[config.mk]
export PLATFORM = sky130hd
export DESIGN_NAME = sva_verdict_collector
export DESIGN_NICKNAME = d
export VERILOG_FILES = /design/src/rtl/sva_pkg.sv /design/src/rtl/sva_verdict_fifo.sv /design/src/rtl/sva_verdict_collector.sv
export SDC_FILE = /design/constraint.sdc
export NUM_CORES = 1
export LEC_CHECK = 0
export BUFFER_PORTS_ARGS = -buffer_cell sky130_fd_sc_hd__buf_4
export CAP_MARGIN = 30
export CORE_ASPECT_RATIO = 1.75
export CORE_MARGIN = 3
export CORE_UTILIZATION = 54
export CTS_BUF_LIST = sky130_fd_sc_hd__clkbuf_16
export DETAILED_ROUTE_END_ITERATION = 10
export HOLD_SLACK_MARGIN = 0.12
export PLACE_DENSITY = 0.77
export SYNTH_ARGS = -nofsm -noshare
export SYNTH_HDL_FRONTEND = slang
export SYNTH_SLANG_ARGS = --single-unit
export TNS_END_PERCENT = 30
[constraint.sdc]
create_clock -name sys_clk -period 2.22 [get_ports sys_clk]
set_clock_uncertainty 0.05 [all_clocks]
set_input_delay 0.111 -clock sys_clk [delete_from_list [all_inputs] [get_ports sys_clk]]
set_output_delay 0.111 -clock sys_clk [all_outputs]
set_load 0.02 [all_outputs]
[src/rtl/sva_pkg.sv]
// Shared types and defaults for the SVA verdict collector.
// verdict_t is the window summary layout consumers decode from verdict_data.
package sva_pkg;

    localparam int SVA_CNT_W_DEF      = 16;
    localparam int SVA_TIMER_W_DEF    = 8;
    localparam int SVA_FIFO_DEPTH_DEF = 4;

    // Window summary: period index at window open plus sticky verdict flags.
    typedef struct packed {
        logic [SVA_TIMER_W_DEF-1:0] period;
        logic                       any_lazy;
        logic                       any_fail;
        logic                       any_succ;
    } verdict_t;

    // Window controller states.
    typedef enum logic [1:0] {
        ST_IDLE  = 2'd0,   // no window open
        ST_OPEN  = 2'd1,   // window accumulating verdicts
        ST_CLOSE = 2'd2    // push finished window, new one already collecting
    } ctrl_state_e;

endpackage

[src/rtl/sva_verdict_fifo.sv]
// Small circular queue for window summaries.
// A push on a full queue is accepted only when a pop happens in the same cycle.
module sva_verdict_fifo #(
    parameter int W     = 11,
    parameter int DEPTH = 4
) (
    input  logic         clk,
    input  logic         rst_n,
    input  logic         clr,
    input  logic         push,
    input  logic [W-1:0] push_data,
    output logic         full,
    input  logic         pop,
    output logic         empty,
    output logic [W-1:0] pop_data
);

    localparam int AW = $clog2(DEPTH);
    localparam logic [AW:0]   FULL_CNT = DEPTH[AW:0];
    localparam logic [AW:0]   CNT_ONE  = 1;
    localparam logic [AW-1:0] PTR_ONE  = 1;

    logic [W-1:0]  mem [DEPTH];
    logic [AW-1:0] wr_ptr;
    logic [AW-1:0] rd_ptr;
    logic [AW:0]   count;
    logic          do_push;
    logic          do_pop;

    assign full     = (count == FULL_CNT);
    assign empty    = (count == '0);
    assign do_pop   = pop && !empty;
    assign do_push  = push && (!full || do_pop);
    // Head is forced to zero when empty so the output is clean after reset.
    assign pop_data = empty ? '0 : mem[rd_ptr];

    // Pointer and occupancy bookkeeping.
    always_ff @(posedge clk or negedge rst_n) begin
        if (!rst_n) begin
            wr_ptr <= '0;
            rd_ptr <= '0;
            count  <= '0;
        end else if (clr) begin
            wr_ptr <= '0;
            rd_ptr <= '0;
            count  <= '0;
        end else begin
            if (do_push) wr_ptr <= wr_ptr + PTR_ONE;
            if (do_pop)  rd_ptr <= rd_ptr + PTR_ONE;
            case ({do_push, do_pop})
                2'b10:   count <= count + CNT_ONE;
                2'b01:   count <= count - CNT_ONE;
                default: count <= count;
            endcase
        end
    end

    // Storage array, no reset needed: empty masks stale contents.
    always_ff @(posedge clk) begin
        if (do_push) mem[wr_ptr] <= push_data;
    end

endmodule

[src/rtl/sva_verdict_collector.sv]
// Collects assertion checker verdicts: saturating counts, first-fail period,
// and (with SVA_VERDICT_STREAM_EN defined) a per-gclk-window summary stream
// through a small queue. Without the macro the stream outputs are tied off.
module sva_verdict_collector
    import sva_pkg::*;
#(
    parameter int CNT_WIDTH   = SVA_CNT_W_DEF,
    parameter int TIMER_WIDTH = SVA_TIMER_W_DEF,
    parameter int FIFO_DEPTH  = SVA_FIFO_DEPTH_DEF
) (
    input  logic                   sys_clk,
    input  logic                   sys_rst_n,
    input  logic                   gclk,
    input  logic                   grst,
    input  logic                   succ,
    input  logic                   fail,
    input  logic                   lazy_succ,
    output logic [CNT_WIDTH-1:0]   succ_cnt,
    output logic [CNT_WIDTH-1:0]   fail_cnt,
    output logic [CNT_WIDTH-1:0]   lazy_cnt,
    output logic                   first_fail_valid,
    output logic [TIMER_WIDTH-1:0] first_fail_period,
    output logic                   verdict_valid,
    input  logic                   verdict_ready,
    output logic [TIMER_WIDTH+2:0] verdict_data,
    output logic                   overflow
);

    localparam logic [CNT_WIDTH-1:0]   CNT_ONE   = 1;
    localparam logic [TIMER_WIDTH-1:0] TIMER_ONE = 1;

    logic                   gclk_d0;
    logic                   gclk_d1;
    logic                   gclk_posedge_flag;
    logic [TIMER_WIDTH-1:0] period;
    logic [2:0]             verdicts;

    assign gclk_posedge_flag = gclk_d0 & ~gclk_d1;
    assign verdicts          = {lazy_succ, fail, succ};

    // Two-flop sampler of the user clock; grst flushes it.
    always_ff @(posedge sys_clk or negedge sys_rst_n) begin
        if (!sys_rst_n) begin
            gclk_d0 <= 1'b0;
            gclk_d1 <= 1'b0;
        end else if (grst) begin
            gclk_d0 <= 1'b0;
            gclk_d1 <= 1'b0;
        end else begin
            gclk_d0 <= gclk;
            gclk_d1 <= gclk_d0;
        end
    end

    // gclk period index, wraps naturally.
    always_ff @(posedge sys_clk or negedge sys_rst_n) begin
        if (!sys_rst_n)             period <= '0;
        else if (grst)              period <= '0;
        else if (gclk_posedge_flag) period <= period + TIMER_ONE;
    end

    // Saturating verdict counters; simultaneous verdicts each count.
    always_ff @(posedge sys_clk or negedge sys_rst_n) begin
        if (!sys_rst_n) begin
            succ_cnt <= '0;
            fail_cnt <= '0;
            lazy_cnt <= '0;
        end else if (grst) begin
            succ_cnt <= '0;
            fail_cnt <= '0;
            lazy_cnt <= '0;
        end else begin
            if (succ      && succ_cnt != '1) succ_cnt <= succ_cnt + CNT_ONE;
            if (fail      && fail_cnt != '1) fail_cnt <= fail_cnt + CNT_ONE;
            if (lazy_succ && lazy_cnt != '1) lazy_cnt <= lazy_cnt + CNT_ONE;
        end
    end

    // Sticky first-fail capture; later fails leave the period alone.
    always_ff @(posedge sys_clk or negedge sys_rst_n) begin
        if (!sys_rst_n) begin
            first_fail_valid  <= 1'b0;
            first_fail_period <= '0;
        end else if (grst) begin
            first_fail_valid  <= 1'b0;
            first_fail_period <= '0;
        end else if (fail && !first_fail_valid) begin
            first_fail_valid  <= 1'b1;
            first_fail_period <= period;
        end
    end

`ifdef SVA_VERDICT_STREAM_EN
    ctrl_state_e            state;
    ctrl_state_e            state_nxt;
    logic [2:0]             acc;
    logic [2:0]             acc_nxt;
    logic [TIMER_WIDTH-1:0] win_period;
    logic [TIMER_WIDTH-1:0] win_period_nxt;
    logic                   push;
    logic                   pop;
    logic                   fifo_full;
    logic                   fifo_empty;

    assign verdict_valid = !fifo_empty;
    assign pop           = verdict_valid && verdict_ready;

    // Window controller state and accumulator registers.
    always_ff @(posedge sys_clk or negedge sys_rst_n) begin
        if (!sys_rst_n) begin
            state      <= ST_IDLE;
            acc        <= '0;
            win_period <= '0;
        end else if (grst) begin
            state      <= ST_IDLE;
            acc        <= '0;
            win_period <= '0;
        end else begin
            state      <= state_nxt;
            acc        <= acc_nxt;
            win_period <= win_period_nxt;
        end
    end

    // Window sequencing: the closing flag cycle still counts for the old
    // window; the CLOSE cycle's verdicts seed the next one.
    always_comb begin
        state_nxt      = state;
        acc_nxt        = acc;
        win_period_nxt = win_period;
        push           = 1'b0;
        case (state)
            ST_IDLE: begin
                acc_nxt = '0;
                if (gclk_posedge_flag) begin
                    state_nxt      = ST_OPEN;
                    win_period_nxt = period + TIMER_ONE;
                end
            end
            ST_OPEN: begin
                acc_nxt = acc | verdicts;
                if (gclk_posedge_flag) state_nxt = ST_CLOSE;
            end
            ST_CLOSE: begin
                push           = |acc;
                acc_nxt        = verdicts;
                win_period_nxt = period;
                state_nxt      = ST_OPEN;
            end
            default: state_nxt = ST_IDLE;
        endcase
    end

    // Sticky overflow: a summary lost to a full queue with no pop to make room.
    always_ff @(posedge sys_clk or negedge sys_rst_n) begin
        if (!sys_rst_n)                       overflow <= 1'b0;
        else if (grst)                        overflow <= 1'b0;
        else if (push && fifo_full && !pop)   overflow <= 1'b1;
    end

    sva_verdict_fifo #(
        .W     (TIMER_WIDTH + 3),
        .DEPTH (FIFO_DEPTH)
    ) u_fifo (
        .clk       (sys_clk),
        .rst_n     (sys_rst_n),
        .clr       (grst),
        .push      (push),
        .push_data ({win_period, acc}),
        .full      (fifo_full),
        .pop       (pop),
        .empty     (fifo_empty),
        .pop_data  (verdict_data)
    );
`else
    logic unused_verdict_ready;

    assign unused_verdict_ready = verdict_ready;
    assign verdict_valid        = 1'b0;
    assign verdict_data         = '0;
    assign overflow             = 1'b0;
`endif

endmodule

==> flow_summary.ini <==
[layout]
multi_input_area_sq_um = 1754
fillers = 529
antenna_cells = 0
area_delta_synth_final_pct = 23.61
seq_area_sq_um = 1678
fin_nets = 450
layout_common_cells = buf_4 (72), dfrtp_1 (66), nor2_1 (38)
drive_gt1_share_pct = 21.90
final_common_cell = buf_4

[synth]
synth_edf_count = 0
synthArstFlopShare_pct = 100.0
synth_top_area_cell = dfrtp_1
netlist_instances = 365
synth_seq_cells = 67
yosysTopAreaCellShare_pct = 46.94
ys.flop_type = dfrtp_1
yosysWarnings = 0
synth_area_per_cell_sq_um = 9.787
yosysSeqAreaShare_pct = 46.94
synth_area_sq_um = 3572
synth_area_leaders = dfrtp_1 (47%), mux2i_1 (4.8%), nor2_1 (4.0%), a21oi_1 (3.5%), nand4_1 (3.3%)
ys_types = 49

[clock_tree]
cts_tree = built
cts_buffers = 9
cts_sinks = 67
cts_root_buf = clkbuf_16
clk_pin_slew_worst_paths_ps = 50
insertion_delay_ps = 340
cts-htree-levels = 3
cts.path.max_buffers = 2

[timing]
finalSetupViolations = 0
slew_headroom_pct = 43.94
finalCritPeriodShare_pct = 88.75
finalCriticalPeriod_ps = 1970
setup_tns_ps = 0
max_freq_ghz = 0.5075
fin_ws_ps = 249.7
finalMaxSlewViolations = 0
finalHoldViolations = 0
rsz0062_at_grt = false
worst_pin_slew_ps = 840.9

[worst_setup_path]
worstPathCellList = ha_1, nand4_1, buf_4, o2111ai_1, or4_1, a21oi_1
ff2ff_path_depth = 6
crit_type = flip-flop to flip-flop
crit_buf_inv = 1
slowest_stage = or4_1
crit_path_start_kind = flip-flop
crit_family = simple AND/OR/NAND/NOR gates
crit_cells = 6
critPathArrivalTime_ps = 2180
crit_path_end_kind = flip-flop
required_ps = 2430
cp_max_fo = 6
slowest_delay_ps = 490

[placement]
io_buffers = 63
gp_congestion = 0.8530
place_ws_ps = 208.6
hpwl_um = 5399

[global_route]
track_usage_pct = 23.19
grt_pass1_vias = 2986
antenna_found_initial = 0
grt_pass1_wl_um = 13680
grt_max_degree = 68
grt_overflow = 0

[route]
antenna_left = 0
viasPerCell = 5.908
vias = 3090
wl_per_cell_um = 15.54
dr.pass1.iters = 4
drtIter0Drc = 184
drt-total-wl_um = 8126
drc = 0

[floorplanning]
rows = 38
ios = 78
die-area_sq_um = 7665
die_h_um = 113.6
die_w_um = 67.48
start_util_pct = 56.49
coreArea_sq_um = 6324

[pwr]
swShare_pct = 24.45
p_clk_share_pct = 46.2
internal_power_w = 0.002042
p_leak_nw = 2.027
p_seq_share_pct = 46.7
vdd_drop_max_v = 0.0006122
switchingPower_w = 0.0006611
power_frac_comb_pct = 7.1
cellPowerDensity_nw_per_um2 = 612.3

[flow_run]
maxCapViolCount = 0

[run_status]
status = completed

[hold_path]
hold_depth = 2
hold_path.class = input pin to flip-flop
-- synth_stat cells, types with 3 or more instances --
cell type and n:
nor3_1 13, mux2i_1 17, xnor2_1 3, clkbuf_1 9, a21oi_1 25, buf_4 14, nor2b_1 7, nand4_1 19
o21ai_1 4, and4_1 10, inv_1 8, dfrtp_1 67, xor2_1 11, nor2_1 38, nand2_1 18, o21ai_0 14
nand3_1 12, and3_1 5, or3_1 13, a211oi_1 3, o31ai_1 7, or4_1 9, nor4_1 4, ha_1 4
-- metrics by stage --
stage                     std cells  power [W]  hold WS, ps  utilization, %  cell area, sq um
final                           523   0.002704        184.3           69.83              4415
after global routing            523   0.002808        206.2           69.83              4415
after CTS                       522   0.002730        182.5           69.69              4407
after detailed placement        501   0.001469        216.8           64.74              4094
after global placement          501   0.001464        217.5           64.74              4094
after floorplan                 377   0.001409       -234.6               -              3617
-- registers in the layout, summed over array words and instances (netlist names) --
register           cells
fail_cnt              16
lazy_cnt              16
succ_cnt              16
first_fail_period      8
period                 8
first_fail_valid       1
gclk_d0                1
gclk_d1                1
-- what timing repair did --
action / CTS / global route
setup buffers: 0 / 1
endpoints found under the setup margin: 0 / 2
gates resized for setup: 0 / 1
endpoints found under the hold margin: 74 / 0
hold buffers: 5 / 0
-- worst reg2reg max path, cell delays in order (launching register included) --
cell and delay (ps):
dfrtp_2 450, ha_1 250, nand4_1 200, buf_4 160
o2111ai_1 150, or4_1 490, a21oi_1 150
-- power groups by stage --
stage                     logic [W]  clock network [W]  registers (W)
after floorplan            0.000114                  0        0.00130
after global placement     0.000183                  0        0.00128
after detailed placement   0.000187                  0        0.00128
after CTS                  0.000195            0.00127        0.00126
after global routing       0.000215            0.00133        0.00126
final                      0.000193            0.00125        0.00126
-- cell type report --
cell class | count | area share [%]
Sequential cell | 67 | 38.00
Inverter | 8 | 0.6801
Clock inverter | 7 | 0.8501
Multi-Input combinational cell | 275 | 39.73
Timing Repair Buffer | 77 | 13.37
Tap cell | 80 | 2.267
Clock buffer | 9 | 5.101
-- kinds of logic after synthesis --
family          synth area share (%)
fa+ha+maj                      1.401
simple gates                   25.88
xor+xnor                       3.433
flops                          46.94
compound gates                 11.63
buf+inv                        5.219
mux                            5.394
other cells                   0.1050
-- worst paths after layout --
kind	from	to	slack, ps
worst min-delay path	grst	fail_cnt[1]$_DFFE_PN0P_	180
worst max-delay path	succ_cnt[0]$_DFFE_PN0P_	succ_cnt[15]$_DFFE_PN0P_	250
min in group asynchronous	sys_rst_n	lazy_cnt[8]$_DFFE_PN0P_	380
worst max register to register	succ_cnt[0]$_DFFE_PN0P_	succ_cnt[15]$_DFFE_PN0P_	250
max in group asynchronous	sys_rst_n	succ_cnt[0]$_DFFE_PN0P_	1140
worst min register to register	gclk_d0$_DFF_PN0_	gclk_d1$_DFF_PN0_	440
-- metal layers --
metal  vias up  part of all wire [%]  global-route usage, %
li1       1469                     -                      -
met2        84                    54                  38.84
met5         -                     0                      0
met3        15                   3.9                  5.222
met4         0                   2.2                  10.98
met1      1522                    40                  27.36
(Power assumes the default switching activity.)
